<file path="config.mk">
export PLATFORM = sky130hd
export DESIGN_NAME = smac_seq_ctrl
export DESIGN_NICKNAME = d
export VERILOG_FILES = /design/src/rtl/smac_seq_ctrl.sv
export SDC_FILE = /design/constraint.sdc
export NUM_CORES = 1
export LEC_CHECK = 0
export CORE_MARGIN = 1.5
export CORE_UTILIZATION = 51
export CTS_BUF_LIST = sky130_fd_sc_hd__clkbuf_8 sky130_fd_sc_hd__clkbuf_16
export DETAILED_ROUTE_END_ITERATION = 8
export PLACE_DENSITY = 0.8
export SLEW_MARGIN = 5
export SYNTH_ARGS = -nofsm -noshare
export SYNTH_HDL_FRONTEND = slang
export SYNTH_SLANG_ARGS = --single-unit
</file>
<file path="constraint.sdc">
create_clock -name clk -period 2.6 [get_ports clk]
set_clock_uncertainty 0.1 [all_clocks]
set_input_delay 0.52 -clock clk [delete_from_list [all_inputs] [get_ports clk]]
set_output_delay 0.52 -clock clk [all_outputs]
set_load 0.02 [all_outputs]
</file>
<file path="src/rtl/smac_seq_ctrl.sv">
// Serial-MAC sequencer: walks chunk x channel x weight-plane x activation-bit
// slots, issues reads and skewed datapath strobes, then steps the ReLU output mux.
module smac_seq_ctrl #(
  parameter int M   = 16,
  parameter int Pa  = 8,
  parameter int Pw  = 4,
  parameter int MNO = 288,
  parameter int CW  = $clog2(MNO/M) + 1
) (
  input  logic                  clk,
  input  logic                  rst,
  input  logic                  start,
  input  logic [CW-1:0]         n_chunks,
  output logic                  busy,
  output logic                  done,
  output logic [CW-1:0]         chunk_idx,
  output logic                  wei_rd,
  output logic [1:0]            wei_ch,
  output logic [$clog2(Pw)-1:0] wei_bit,
  output logic                  act_rd,
  output logic [$clog2(Pa)-1:0] act_bit,
  output logic                  cl_en_gen,
  output logic                  w_en_w,
  output logic                  w_en_br,
  output logic                  MSB_a,
  output logic                  w_and_s_ac1,
  output logic                  cl_en_ac1,
  output logic                  MSB_w,
  output logic                  w_en_neg,
  output logic                  valid_ac2,
  output logic                  cl_en_ac2,
  output logic                  valid_ac3,
  output logic                  cl_en_ac3,
  output logic                  s_en_ac3,
  output logic [1:0]            sel_ac2,
  output logic [1:0]            sel_ac3,
  output logic [1:0]            sel_mux_relu,
  output logic                  out_valid,
  output logic [1:0]            out_ch
);

  localparam int MAXCH = MNO / M;
  localparam int PWB   = $clog2(Pw);
  localparam int PAB   = $clog2(Pa);
  localparam int CNTW  = ($clog2(Pa + 1) > 3) ? $clog2(Pa + 1) : 3;

  localparam logic [CW-1:0]   MAXCH_C    = CW'(MAXCH);
  localparam logic [PWB-1:0]  JLAST      = PWB'(Pw - 1);
  localparam logic [CNTW-1:0] PA_C       = CNTW'(Pa);
  localparam logic [CNTW-1:0] CNT_ONE    = CNTW'(1);
  localparam logic [CNTW-1:0] DRAIN_LAST = CNTW'(4);
  localparam logic [CNTW-1:0] OUT_LAST   = CNTW'(3);

  typedef enum logic [2:0] {IDLE, LOADW, STREAM, DRAIN, OUTPUT, FIN} state_e;

  state_e          state_q, state_d;
  logic [CNTW-1:0] cnt_q, cnt_d;
  logic [PWB-1:0]  j_q, j_d;
  logic [1:0]      k_q, k_d;
  logic [CW-1:0]   c_q, c_d;
  logic [CW-1:0]   nch_q, nch_d;

  // Strobe pipeline: stage 1 = AC1 (T+s+1), 2 = neg, 3 = AC2, 4 = AC3.
  logic       v1_q, first1_q, last1_q, lj1_q, c01_q;
  logic [1:0] k1_q;
  logic       neg_q, lj2_q, c02_q;
  logic [1:0] k2_q;
  logic       ac2_q, lj3_q, c03_q;
  logic [1:0] k3_q;
  logic       ac3_q, sen4_q;
  logic [1:0] k4_q;

  always_ff @(posedge clk or posedge rst) begin
    if (rst) begin
      state_q <= IDLE;
      cnt_q   <= '0;
      j_q     <= '0;
      k_q     <= '0;
      c_q     <= '0;
      nch_q   <= '0;
    end else begin
      state_q <= state_d;
      cnt_q   <= cnt_d;
      j_q     <= j_d;
      k_q     <= k_d;
      c_q     <= c_d;
      nch_q   <= nch_d;
    end
  end

  always_comb begin
    state_d      = state_q;
    cnt_d        = cnt_q;
    j_d          = j_q;
    k_d          = k_q;
    c_d          = c_q;
    nch_d        = nch_q;
    done         = 1'b0;
    wei_rd       = 1'b0;
    w_en_w       = 1'b0;
    wei_ch       = '0;
    wei_bit      = '0;
    act_rd       = 1'b0;
    act_bit      = '0;
    w_en_br      = 1'b0;
    MSB_a        = 1'b0;
    out_valid    = 1'b0;
    out_ch       = '0;
    unique case (state_q)
      IDLE: begin
        if (start) begin
          if (n_chunks == '0) begin
            state_d = FIN;
          end else begin
            nch_d   = (n_chunks > MAXCH_C) ? MAXCH_C : n_chunks;
            cnt_d   = '0;
            j_d     = '0;
            k_d     = '0;
            c_d     = '0;
            state_d = LOADW;
          end
        end
      end
      LOADW: begin
        wei_rd  = 1'b1;
        w_en_w  = 1'b1;
        wei_ch  = k_q;
        wei_bit = j_q;
        cnt_d   = CNT_ONE;
        state_d = STREAM;
      end
      STREAM: begin
        act_rd  = 1'b1;
        w_en_br = 1'b1;
        act_bit = PAB'(PA_C - cnt_q);
        MSB_a   = (cnt_q == CNT_ONE);
        if (cnt_q == PA_C) begin
          cnt_d   = '0;
          state_d = LOADW;
          if (j_q != JLAST) begin
            j_d = j_q + 1'b1;
          end else begin
            j_d = '0;
            if (k_q != 2'd3) begin
              k_d = k_q + 1'b1;
            end else begin
              k_d = '0;
              // Chunk index holds through DRAIN; it wraps only on leaving it.
              if (c_q == nch_q - 1'b1) state_d = DRAIN;
              else                     c_d     = c_q + 1'b1;
            end
          end
        end else begin
          cnt_d = cnt_q + 1'b1;
        end
      end
      DRAIN: begin
        if (cnt_q == DRAIN_LAST) begin
          cnt_d   = '0;
          c_d     = '0;
          state_d = OUTPUT;
        end else begin
          cnt_d = cnt_q + 1'b1;
        end
      end
      OUTPUT: begin
        out_valid = 1'b1;
        out_ch    = cnt_q[1:0];
        if (cnt_q == OUT_LAST) begin
          cnt_d   = '0;
          state_d = FIN;
        end else begin
          cnt_d = cnt_q + 1'b1;
        end
      end
      FIN: begin
        done    = 1'b1;
        state_d = IDLE;
      end
      default: state_d = IDLE;
    endcase
  end

  always_ff @(posedge clk or posedge rst) begin
    if (rst) begin
      v1_q <= 1'b0; first1_q <= 1'b0; last1_q <= 1'b0; lj1_q <= 1'b0; c01_q <= 1'b0; k1_q <= '0;
      neg_q <= 1'b0; lj2_q <= 1'b0; c02_q <= 1'b0; k2_q <= '0;
      ac2_q <= 1'b0; lj3_q <= 1'b0; c03_q <= 1'b0; k3_q <= '0;
      ac3_q <= 1'b0; sen4_q <= 1'b0; k4_q <= '0;
    end else begin
      v1_q     <= (state_q == STREAM);
      first1_q <= (cnt_q == CNT_ONE);
      last1_q  <= (cnt_q == PA_C);
      lj1_q    <= (j_q == JLAST);
      c01_q    <= (c_q == '0);
      k1_q     <= k_q;
      neg_q    <= v1_q & last1_q;
      lj2_q    <= lj1_q;
      c02_q    <= c01_q;
      k2_q     <= k1_q;
      ac2_q    <= neg_q;
      lj3_q    <= lj2_q;
      c03_q    <= c02_q;
      k3_q     <= k2_q;
      ac3_q    <= ac2_q & lj3_q;
      sen4_q   <= c03_q;
      k4_q     <= k3_q;
    end
  end

  assign busy         = (state_q != IDLE);
  assign cl_en_gen    = busy;
  assign chunk_idx    = c_q;
  assign sel_mux_relu = out_ch;
  assign cl_en_ac1    = v1_q;
  assign w_and_s_ac1  = v1_q & ~first1_q;
  assign w_en_neg     = neg_q;
  assign MSB_w        = neg_q & lj2_q;
  assign valid_ac2    = ac2_q;
  assign cl_en_ac2    = ac2_q;
  assign sel_ac2      = ac2_q ? k3_q : 2'd0;
  assign valid_ac3    = ac3_q;
  assign cl_en_ac3    = ac3_q;
  assign sel_ac3      = ac3_q ? k4_q : 2'd0;
  assign s_en_ac3     = ac3_q & sen4_q;

endmodule

</file>
==> results of run 1 <==
[cell usage in the layout, fill, tap and decap left out, drive strengths merged, types with 3 or more instances in the layout]
| master | count |
|---|---|
| nor2 | 13 |
| and3 | 3 |
| dlymetal6s2s | 9 |
| a21o | 3 |
| inv | 17 |
| xor2 | 4 |
| nand2 | 24 |
| a21boi | 3 |
| nor2b | 6 |
| nor3 | 5 |
| a21oi | 4 |
| nor3b | 5 |
| clkbuf | 5 |
| xnor2 | 4 |
| nand3 | 6 |
| o31ai | 5 |
| dlygate4sd2 | 3 |
| clkdlybuf4s50 | 35 |
| and3b | 3 |
| buf | 8 |
| o21ai | 21 |
| and2 | 14 |
| dfrtp | 44 |
| ha | 8 |
[per-stage QoR]
step	setup slack, ns	area (µm²)
2_1_floorplan	0.296	2300
3_3_place_gp	0.0219	2800
3_5_place_dp	-0.0262	2800
4_1_cts	0.00555	2910
5_1_grt	0.00294	2930
6_report	0.106	2930
[where the power goes]
part           internal (mW)  switching (mW)
logic                  0.685           0.933
clock network          0.289           0.243
registers              0.858           0.156
total                   1.83            1.33
[synth_stat cells, types with 5 or more instances]
| cell type | number |
|---|---|
| o21ai_0 | 14 |
| nand3_1 | 5 |
| nand2_1 | 24 |
| nor2_1 | 13 |
| nor3b_1 | 5 |
| inv_1 | 16 |
| dfrtp_1 | 44 |
| nor2b_1 | 6 |
| and2_1 | 14 |
| buf_4 | 8 |
| o21ai_1 | 7 |
| ha_1 | 8 |
[worst register-to-register path: stages (launching register included)]
cell	delay [ns]
dfrtp_2	0.45
inv_1	0.11
ha_1	0.24
nand4b_1	0.13
a221o_1	0.40
a211oi_1	0.32
a22oi_4	0.15
o21ai_1	0.17
o31ai_1	0.08
[per-layer routing]
layer | GRT usage, % | share of wire, %
met5 | 0 | 0
met4 | 8.12 | 1.8
met3 | 3.46 | 5.0
met2 | 31.9 | 47
met1 | 25.6 | 46
[kinds of logic (layout without fill, tap and decap cells)]
group / count (synthesis) / after routing
and+or+nand+nor: 91 / 91
AOI/OAI and AO/OA: 49 / 49
DFF: 44 / 44
buffers and inverters: 30 / 79
adders and majority gates: 8 / 8
xor gates and xnor gates: 8 / 8
muxes: 1 / 1
[how the worst max path moves through the flow]
stage,from,endpoint,depth (start not counted)
2_1_floorplan,state_q[2]$_DFFE_PP0P_,wei_bit[0],3
3_3_place_gp,n_chunks[0],chunk_idx[3]$_DFFE_PP0P_,7
3_5_place_dp,n_chunks[0],chunk_idx[3]$_DFFE_PP0P_,7
4_1_cts,state_q[2]$_DFFE_PP0P_,wei_bit[1],5
5_1_grt,state_q[0]$_DFFE_PP0P_,act_bit[1],4
6_report,state_q[0]$_DFFE_PP0P_,act_bit[1],4
[sequential cells by signal, indices dropped and copies added, names as in the netlist, 2 cells and up]
register / cells
chunk_idx: 6
cnt_q: 4
j_q: 2
k1_q: 2
k2_q: 2
k3_q: 2
k4_q: 2
k_q: 2
nch_q: 6
state_q: 3
[layout make-up]
cell class	instances	share of cell area, %
Clock buffer	5	2.35
Clock inverter	3	1.58
Inverter	16	2.05
Multi-Input combinational cell	157	35.5
Sequential cell	44	37.6
Tap cell	52	2.22
Timing Repair Buffer	55	18.7
[repair_timing]
item | in CTS | in global routing
pin swaps | 0 | 0
setup endpoints to repair | 3 | 10
gates resized for setup | 3 | 10
endpoints found under the hold margin | 0 | 0
hold buffers | 0 | 0
==> results.py, run 1 <==
metrics = {
    "pwr": {
        "p_per_area_nw_per_um2": 1080,
        "ir_drop_v": 0.000697,
        "totalPowerFinal_mw": 3.16,
        "leakagePower_nw": 1.51,
    },
    "clock_tree": {
        "clk_latency_ns": 0.29,
        "clk_pin_slew_ns": 0.09,
        "cts_root_buf": "clkbuf_8",
        "tritoncts": "yes",
        "clock-sinks": 44,
        "clock_tree.buffer_depth": 2,
        "post_cts_buffers": 0,
        "cts_max_level": 2,
        "numCtsBuffers": 5,
    },
    "layout": {
        "nets": 296,
        "n_fill_cell": 360,
        "final_cells": 332,
        "multi_input_area_um2": 1040,
        "syn2layout_area_growth_pct": 27.7,
        "final_core_utilization_pct": 67.4,
        "diodes": 0,
        "drive_gt1_share_pct": 9.64,
        "seqCellArea_um2": 1100,
    },
    "placement": {
        "io_buffers": 47,
        "dp_hpwl_mm": 3.27,
        "place_congestion": 0.793,
        "dp_cells": 324,
    },
    "global_routing": {
        "grt_max_degree": 45,
        "grt_pass1_vias": 1749,
        "grt-ovfl-total": 0,
        "grt_pass1_wl_mm": 7.65,
        "grt_util_all_layers_pct": 19.5,
        "antenna_found_initial": 0,
    },
    "route": {
        "avgViaCountPerCell": 5.48,
        "vias": 1818,
        "first_pass_iters": 4,
        "drcViolationCount": 0,
        "wl_per_cell_um": 13.7,
        "wirelength_mm": 4.56,
        "drt-initial-drc-count": 120,
        "postRouteAntennaNets": 0,
    },
    "floorplan": {
        "initial_core_util_pct": 52.7,
        "core_area_um2": 4350,
        "fp.dieH_um": 70.1,
        "io-pin-count": 48,
        "row_count": 24,
        "die_area_um2": 4910,
        "die_w_um": 70.1,
    },
    "logic_synthesis": {
        "yosysTopAreaCell": "dfrtp_1",
        "ys.flop_type": "dfrtp_1",
        "synth_fa_ha_area_share_pct": 4.36,
        "yosys.area_share.xor_xnor_pct": 3.05,
        "yosysTopAreaCellShare_pct": 48.0,
        "syn-instance-count": 231,
        "ys_ff_latch": 44,
        "synth_compound_area_share_pct": 15.0,
        "yosys.area_share.simple_pct": 22.5,
        "async_flop_share_pct": 100,
        "synth.avg_cell_area_um2": 9.94,
        "ys_warn_count": 0,
        "synth_cell_type_count": 51,
        "synth_top_family_by_area": "simple AND/OR/NAND/NOR gates",
        "synth_nets": 248,
        "synthTopCellsByArea": "dfrtp_1 48%, ha_1 4.4%, nand2_1 3.9%, and2_1 3.8%, o21ai_0 3.1%",
        "netlist_area_um2": 2300,
        "synth-seq-area-share_pct": 48.0,
        "synth_edf_count": 0,
        "yosys-mux-area-fraction_pct": 0.490,
    },
    "setup_path": {
        "cp-start-kind": "flip-flop",
        "critPathMaxStageDelay_ns": 0.60,
        "required_ns": 1.98,
        "r2r-start": "cnt_q[0]$_DFFE_PP0P_",
        "cp_max_fo": 13,
        "r2r_cells": 8,
        "arrival_ns": 1.87,
        "r2r_slack_ns": 0.33,
        "end_kind": "primary output",
        "cpLargestDelayFamily": "buffers and inverters",
        "crit_buf_inv": 2,
        "path_cells": "buf_4, nor2_1, and3_1, clkdlybuf4s50_1",
        "r2r-end": "chunk_idx[3]$_DFFE_PP0P_",
        "path_class": "flip-flop to primary output",
        "slowest_stage": "clkdlybuf4s50_1",
    },
    "timing": {
        "period_minus_slack_ns": 2.49,
        "whs_ns": 0.249,
        "timing.fmax_mhz": 401,
        "rsz0062_at_grt": "false",
        "min_period_over_period_pct": 95.9,
        "setup_violations": 0,
        "slew_violations": 0,
        "finalHoldViolCount": 0,
        "setup-tns-final_ns": 0,
        "max-slew-margin-rel_pct": 61.2,
        "tightest_slew_ns": 0.579,
    },
    "hold_path": {
        "hold_path_class": "flip-flop to flip-flop",
        "min-delay-start": "lj1_q$_DFF_PP0_",
        "whs_path_depth": 0,
        "hold-path-endpoint": "lj2_q$_DFF_PP0_",
    },
    "job": {
        "cap_violations": 0,
    },
    "run_status": {
        "status": "complete, no violations",
    },
}
No activity file was read; power rests on OpenSTA's default activity.
==> run 2: changes to the inputs <==
CORE_UTILIZATION = 55   (was 51)
DONT_BUFFER_PORTS = 1   (was not set)
PLACE_DENSITY = 0.7   (was 0.8)
==> results.py, run 2 (same netlist as run 1, synthesis figures left out) <==
metrics = {
    "setup_path": {
        "path_class": "flip-flop to primary output",
        "cp_max_fo": 16,
        "cp-start-kind": "flip-flop",
        "required_ns": 1.98,
        "end_kind": "primary output",
        "arrival_ns": 1.87,
        "r2r_cells": 8,
    },
    "timing": {
        "setup-tns-final_ns": 0,
        "rsz0062_at_grt": "false",
        "min_period_over_period_pct": 95.8,
        "whs_ns": 0.131,
        "worst_slack_ns": 0.109,
        "slew_violations": 0,
        "period_minus_slack_ns": 2.49,
        "max-slew-margin-rel_pct": 61.9,
        "timing.fmax_mhz": 401,
        "finalHoldViolCount": 0,
        "tightest_slew_ns": 0.567,
        "setup_violations": 0,
    },
    "route": {
        "vias": 1634,
        "first_pass_iters": 4,
        "wirelength_mm": 4.24,
        "postRouteAntennaNets": 0,
        "drcViolationCount": 0,
        "avgViaCountPerCell": 5.75,
        "wl_per_cell_um": 14.9,
        "drt-initial-drc-count": 85,
    },
    "layout": {
        "multi_input_area_um2": 1050,
        "final_cell_mix": "44 x dfrtp_1, 24 x nand2_1, 16 x inv_1, 14 x o21ai_0, 14 x and2_1",
        "final_core_utilization_pct": 61.3,
        "final_common_cell": "dfrtp_1",
        "seqCellArea_um2": 1100,
        "stdcell_area_um2": 2450,
        "diodes": 0,
        "drive_gt1_share_pct": 12.0,
        "syn2layout_area_growth_pct": 6.81,
        "n_fill_cell": 348,
        "nets": 250,
        "final_cells": 284,
    },
    "floorplan": {
        "initial_core_util_pct": 57.4,
        "io-pin-count": 48,
        "core_area_um2": 4000,
        "die_area_um2": 4570,
        "fp.dieH_um": 67.6,
        "die_w_um": 67.6,
        "row_count": 23,
    },
    "placement": {
        "dp_cells": 276,
        "dp_slack_ns": 0.312,
        "place_congestion": 0.860,
        "dp_hpwl_mm": 3.21,
        "postPlaceCellArea_um2": 2340,
        "io_buffers": 0,
    },
    "clock_tree": {
        "clk_latency_ns": 0.30,
        "numCtsBuffers": 5,
        "cts_max_level": 2,
        "post_cts_buffers": 0,
        "cts_resized": 0,
        "clock_tree.buffer_depth": 2,
        "cts_hold_buf": 0,
        "clk_pin_slew_ns": 0.09,
        "tritoncts": "yes",
        "cts_root_buf": "clkbuf_8",
        "clock-sinks": 44,
    },
    "job": {
        "cap_violations": 0,
    },
    "global_routing": {
        "grt_util_all_layers_pct": 21.4,
        "grt_max_degree": 45,
        "grt-ovfl-total": 0,
        "grt_pass1_vias": 1581,
        "grt_pass1_wl_mm": 7.19,
        "antenna_found_initial": 0,
    },
    "pwr": {
        "leakagePower_nw": 1.18,
        "p_clk_share_pct": 18.1,
        "p_per_area_nw_per_um2": 1190,
        "totalPowerFinal_mw": 2.91,
        "seqPwrFrac_pct": 36.8,
        "p_sw_mw": 1.28,
        "ir_drop_v": 0.000672,
        "intPower_mw": 1.63,
        "sw_frac_of_total_pct": 44.1,
        "combPwrFrac_pct": 45.1,
    },
    "run_status": {
        "status": "complete, no violations",
    },
    "hold_path": {
        "hold_path_class": "input port to async pin",
    },
}
-- run 2: area by class of cell --
class,count,area share [%]
clock buffer,5,2.81
clock inverter,3,1.89
sequential,44,44.9
timing repair buffer,9,2.76
tap,50,2.55
multi-input combinational,157,42.7
inverter,16,2.45
-- run 2: worst max-delay path: stages (launching register included) --
cell and delay (ns):
dfrtp_1 0.60, or3b_1 0.57, nor2b_1 0.41
-- run 2: final timing paths --
path                                         from                       end  slack [ns]
max                        state_q[1]$_DFFE_PP0P_                     MSB_a        0.11
min in group clk                      n_chunks[4]      nch_q[2]$_DFFE_PP0P_        0.21
min reg2reg                       c03_q$_DFF_PP0_          sen4_q$_DFF_PP0_        0.25
max in group asynchronous                     rst    state_q[1]$_DFFE_PP0P_        1.89
max reg2reg                  cnt_q[0]$_DFFE_PP0P_  chunk_idx[4]$_DFFE_PP0P_        0.30
min                                           rst  chunk_idx[0]$_DFFE_PP0P_        0.13
-- run 2: per-layer routing --
layer	vias to the layer above	part of all wire [%]	track usage [%]
li1	791	-	-
met2	47	49	35.0
met1	788	43	25.7
met3	8	6.1	7.33
met5	-	0	0
met4	0	2.4	8.67
-- run 2: power groups by stage --
stage / Clock (mW) / Combinational, mW / Sequential, mW
final: 0.528 / 1.31 / 1.07
after global routing: 0.569 / 1.47 / 1.11
after CTS: 0.540 / 1.33 / 1.07
after detailed placement: 0 / 1.32 / 1.09
after global placement: 0 / 1.28 / 1.07
after floorplan: 0 / 1.16 / 1.00
==> run 3: changes to the inputs <==
CORE_UTILIZATION = 45   (was 55)
PLACE_DENSITY = not set   (was 0.7)
==> results.py, run 3 (same netlist as run 1, synthesis figures left out) <==
metrics = {
    "run_status": {
        "status": "complete, no violations",
    },
    "setup_path": {
        "path_class": "flip-flop to primary output",
        "required_ns": 1.98,
        "path_cells": "or3b_4, inv_1, buf_4",
        "end_kind": "primary output",
        "cpLargestDelayFamily": "simple AND/OR/NAND/NOR gates",
        "critPathMaxStageDelay_ns": 0.53,
        "arrival_ns": 1.79,
        "crit_buf_inv": 2,
        "cp-start-kind": "flip-flop",
        "slowest_stage": "or3b_4",
        "cp_max_fo": 14,
    },
    "global_routing": {
        "grt_max_degree": 17,
        "grt_util_all_layers_pct": 17.8,
        "grt_use_met1_pct": 24.3,
        "met2_usage_pct": 27.0,
        "grt-ovfl-total": 0,
        "antenna_found_initial": 0,
        "use_met3_pct": 4.74,
        "grt_pass1_vias": 1549,
        "grt-busiest-layer": "met2",
        "grt_pass1_wl_mm": 7.31,
    },
    "floorplan": {
        "fp.dieH_um": 74.4,
        "die_w_um": 74.4,
        "core_area_um2": 4820,
        "initial_core_util_pct": 47.7,
        "row_count": 25,
        "io-pin-count": 48,
        "die_area_um2": 5540,
    },
    "hold_path": {
        "hold_path_class": "input port to flip-flop",
    },
    "layout": {
        "nets": 251,
        "final_common_cell": "dfrtp_1",
        "drive_gt1_share_pct": 12.3,
        "final_cell_mix": "44 x dfrtp_1, 24 x nand2_1, 15 x inv_1, 14 x o21ai_0, 14 x and2_1",
        "final_core_utilization_pct": 51.7,
        "final_cells": 302,
        "syn2layout_area_growth_pct": 8.56,
        "diodes": 0,
    },
    "route": {
        "wirelength_mm": 4.37,
        "first_pass_iters": 4,
        "drcViolationCount": 0,
        "wl_per_cell_um": 14.5,
        "avgViaCountPerCell": 5.25,
        "drt-initial-drc-count": 67,
        "vias": 1586,
        "postRouteAntennaNets": 0,
    },
    "clock_tree": {
        "clk_pin_slew_ns": 0.08,
        "clock_tree.buffer_depth": 2,
        "post_cts_buffers": 0,
        "cts_max_level": 2,
        "numCtsBuffers": 5,
        "clk_latency_ns": 0.30,
        "clock-sinks": 44,
        "cts_root_buf": "clkbuf_8",
        "tritoncts": "yes",
    },
    "placement": {
        "io_buffers": 0,
        "place_congestion": 0.743,
        "dp_hpwl_mm": 3.30,
        "dp_cells": 293,
    },
    "timing": {
        "max-slew-margin-rel_pct": 60.7,
        "finalHoldViolCount": 0,
        "setup-tns-final_ns": 0,
        "tightest_slew_ns": 0.585,
        "timing.fmax_mhz": 414,
        "min_period_over_period_pct": 92.9,
        "slew_violations": 0,
        "period_minus_slack_ns": 2.41,
        "rsz0062_at_grt": "false",
        "setup_violations": 0,
        "whs_ns": 0.204,
    },
    "pwr": {
        "p_per_area_nw_per_um2": 1180,
        "leakagePower_nw": 1.19,
        "totalPowerFinal_mw": 2.93,
        "ir_drop_v": 0.000551,
    },
    "job": {
        "cap_violations": 0,
    },
}
[run 3: path summary, 6_finish.rpt]
path,from,to,slack [ns],cells past startpoint
max,state_q[0]$_DFFE_PP0P_,act_rd,0.19,3
min,n_chunks[4],nch_q[2]$_DFFE_PP0P_,0.20,1
max reg2reg,cnt_q[0]$_DFFE_PP0P_,chunk_idx[4]$_DFFE_PP0P_,0.31,8
min reg2reg,c01_q$_DFF_PP0_,c02_q$_DFF_PP0_,0.25,0
max in group asynchronous,rst,k4_q[1]$_DFF_PP0_,1.31,3
min in group asynchronous,rst,k_q[0]$_DFFE_PP0P_,0.53,2
[run 3: power by group]
group          leakage [nW]  internal (mW)  switching [mW]
combinational         0.550          0.485           0.827
clock                0.0614          0.314           0.234
sequential            0.576          0.855           0.215
total                  1.19           1.65            1.28
[run 3: area by class of cell]
cell class	instances	area, µm²
sequential	44	1100
inverter	16	60.1
clock buffer	6	82.6
timing repair buffer	10	77.6
tap	67	83.8
clock inverter	2	38.8
fill	459	2320
multi-input combinational	157	1050
[run 3: what timing repair did]
item	in CTS	in global routing
hold buffers	1	0
hold endpoints to repair	14	0
setup endpoints to repair	0	2
resized for setup	0	1
[run 3: worst register-to-register path, cell delays in order (launching register included)]
cell and delay, ns:
dfrtp_1 0.44, inv_1 0.10, ha_1 0.25, and3b_1 0.19
a21boi_0 0.44, a211oi_1 0.21, a22oi_4 0.26, o21ai_1 0.12
o31ai_1 0.08
[run 3: routing by layer]
| metal | vias up | wire length (µm) |
|---|---|---|
| met5 | - | 0 |
| met4 | 0 | 71 |
| met3 | 6 | 236 |
| met2 | 42 | 2010 |
| met1 | 740 | 2060 |
| li1 | 798 | - |
[run 3: stage by stage]
step | cell area [µm²] | setup slack [ns]
floorplan | 2300 | 0.296
global placement | 2360 | 0.368
detailed placement | 2360 | 0.326
CTS | 2490 | 0.0682
global route | 2490 | 0.111
finish | 2490 | 0.185
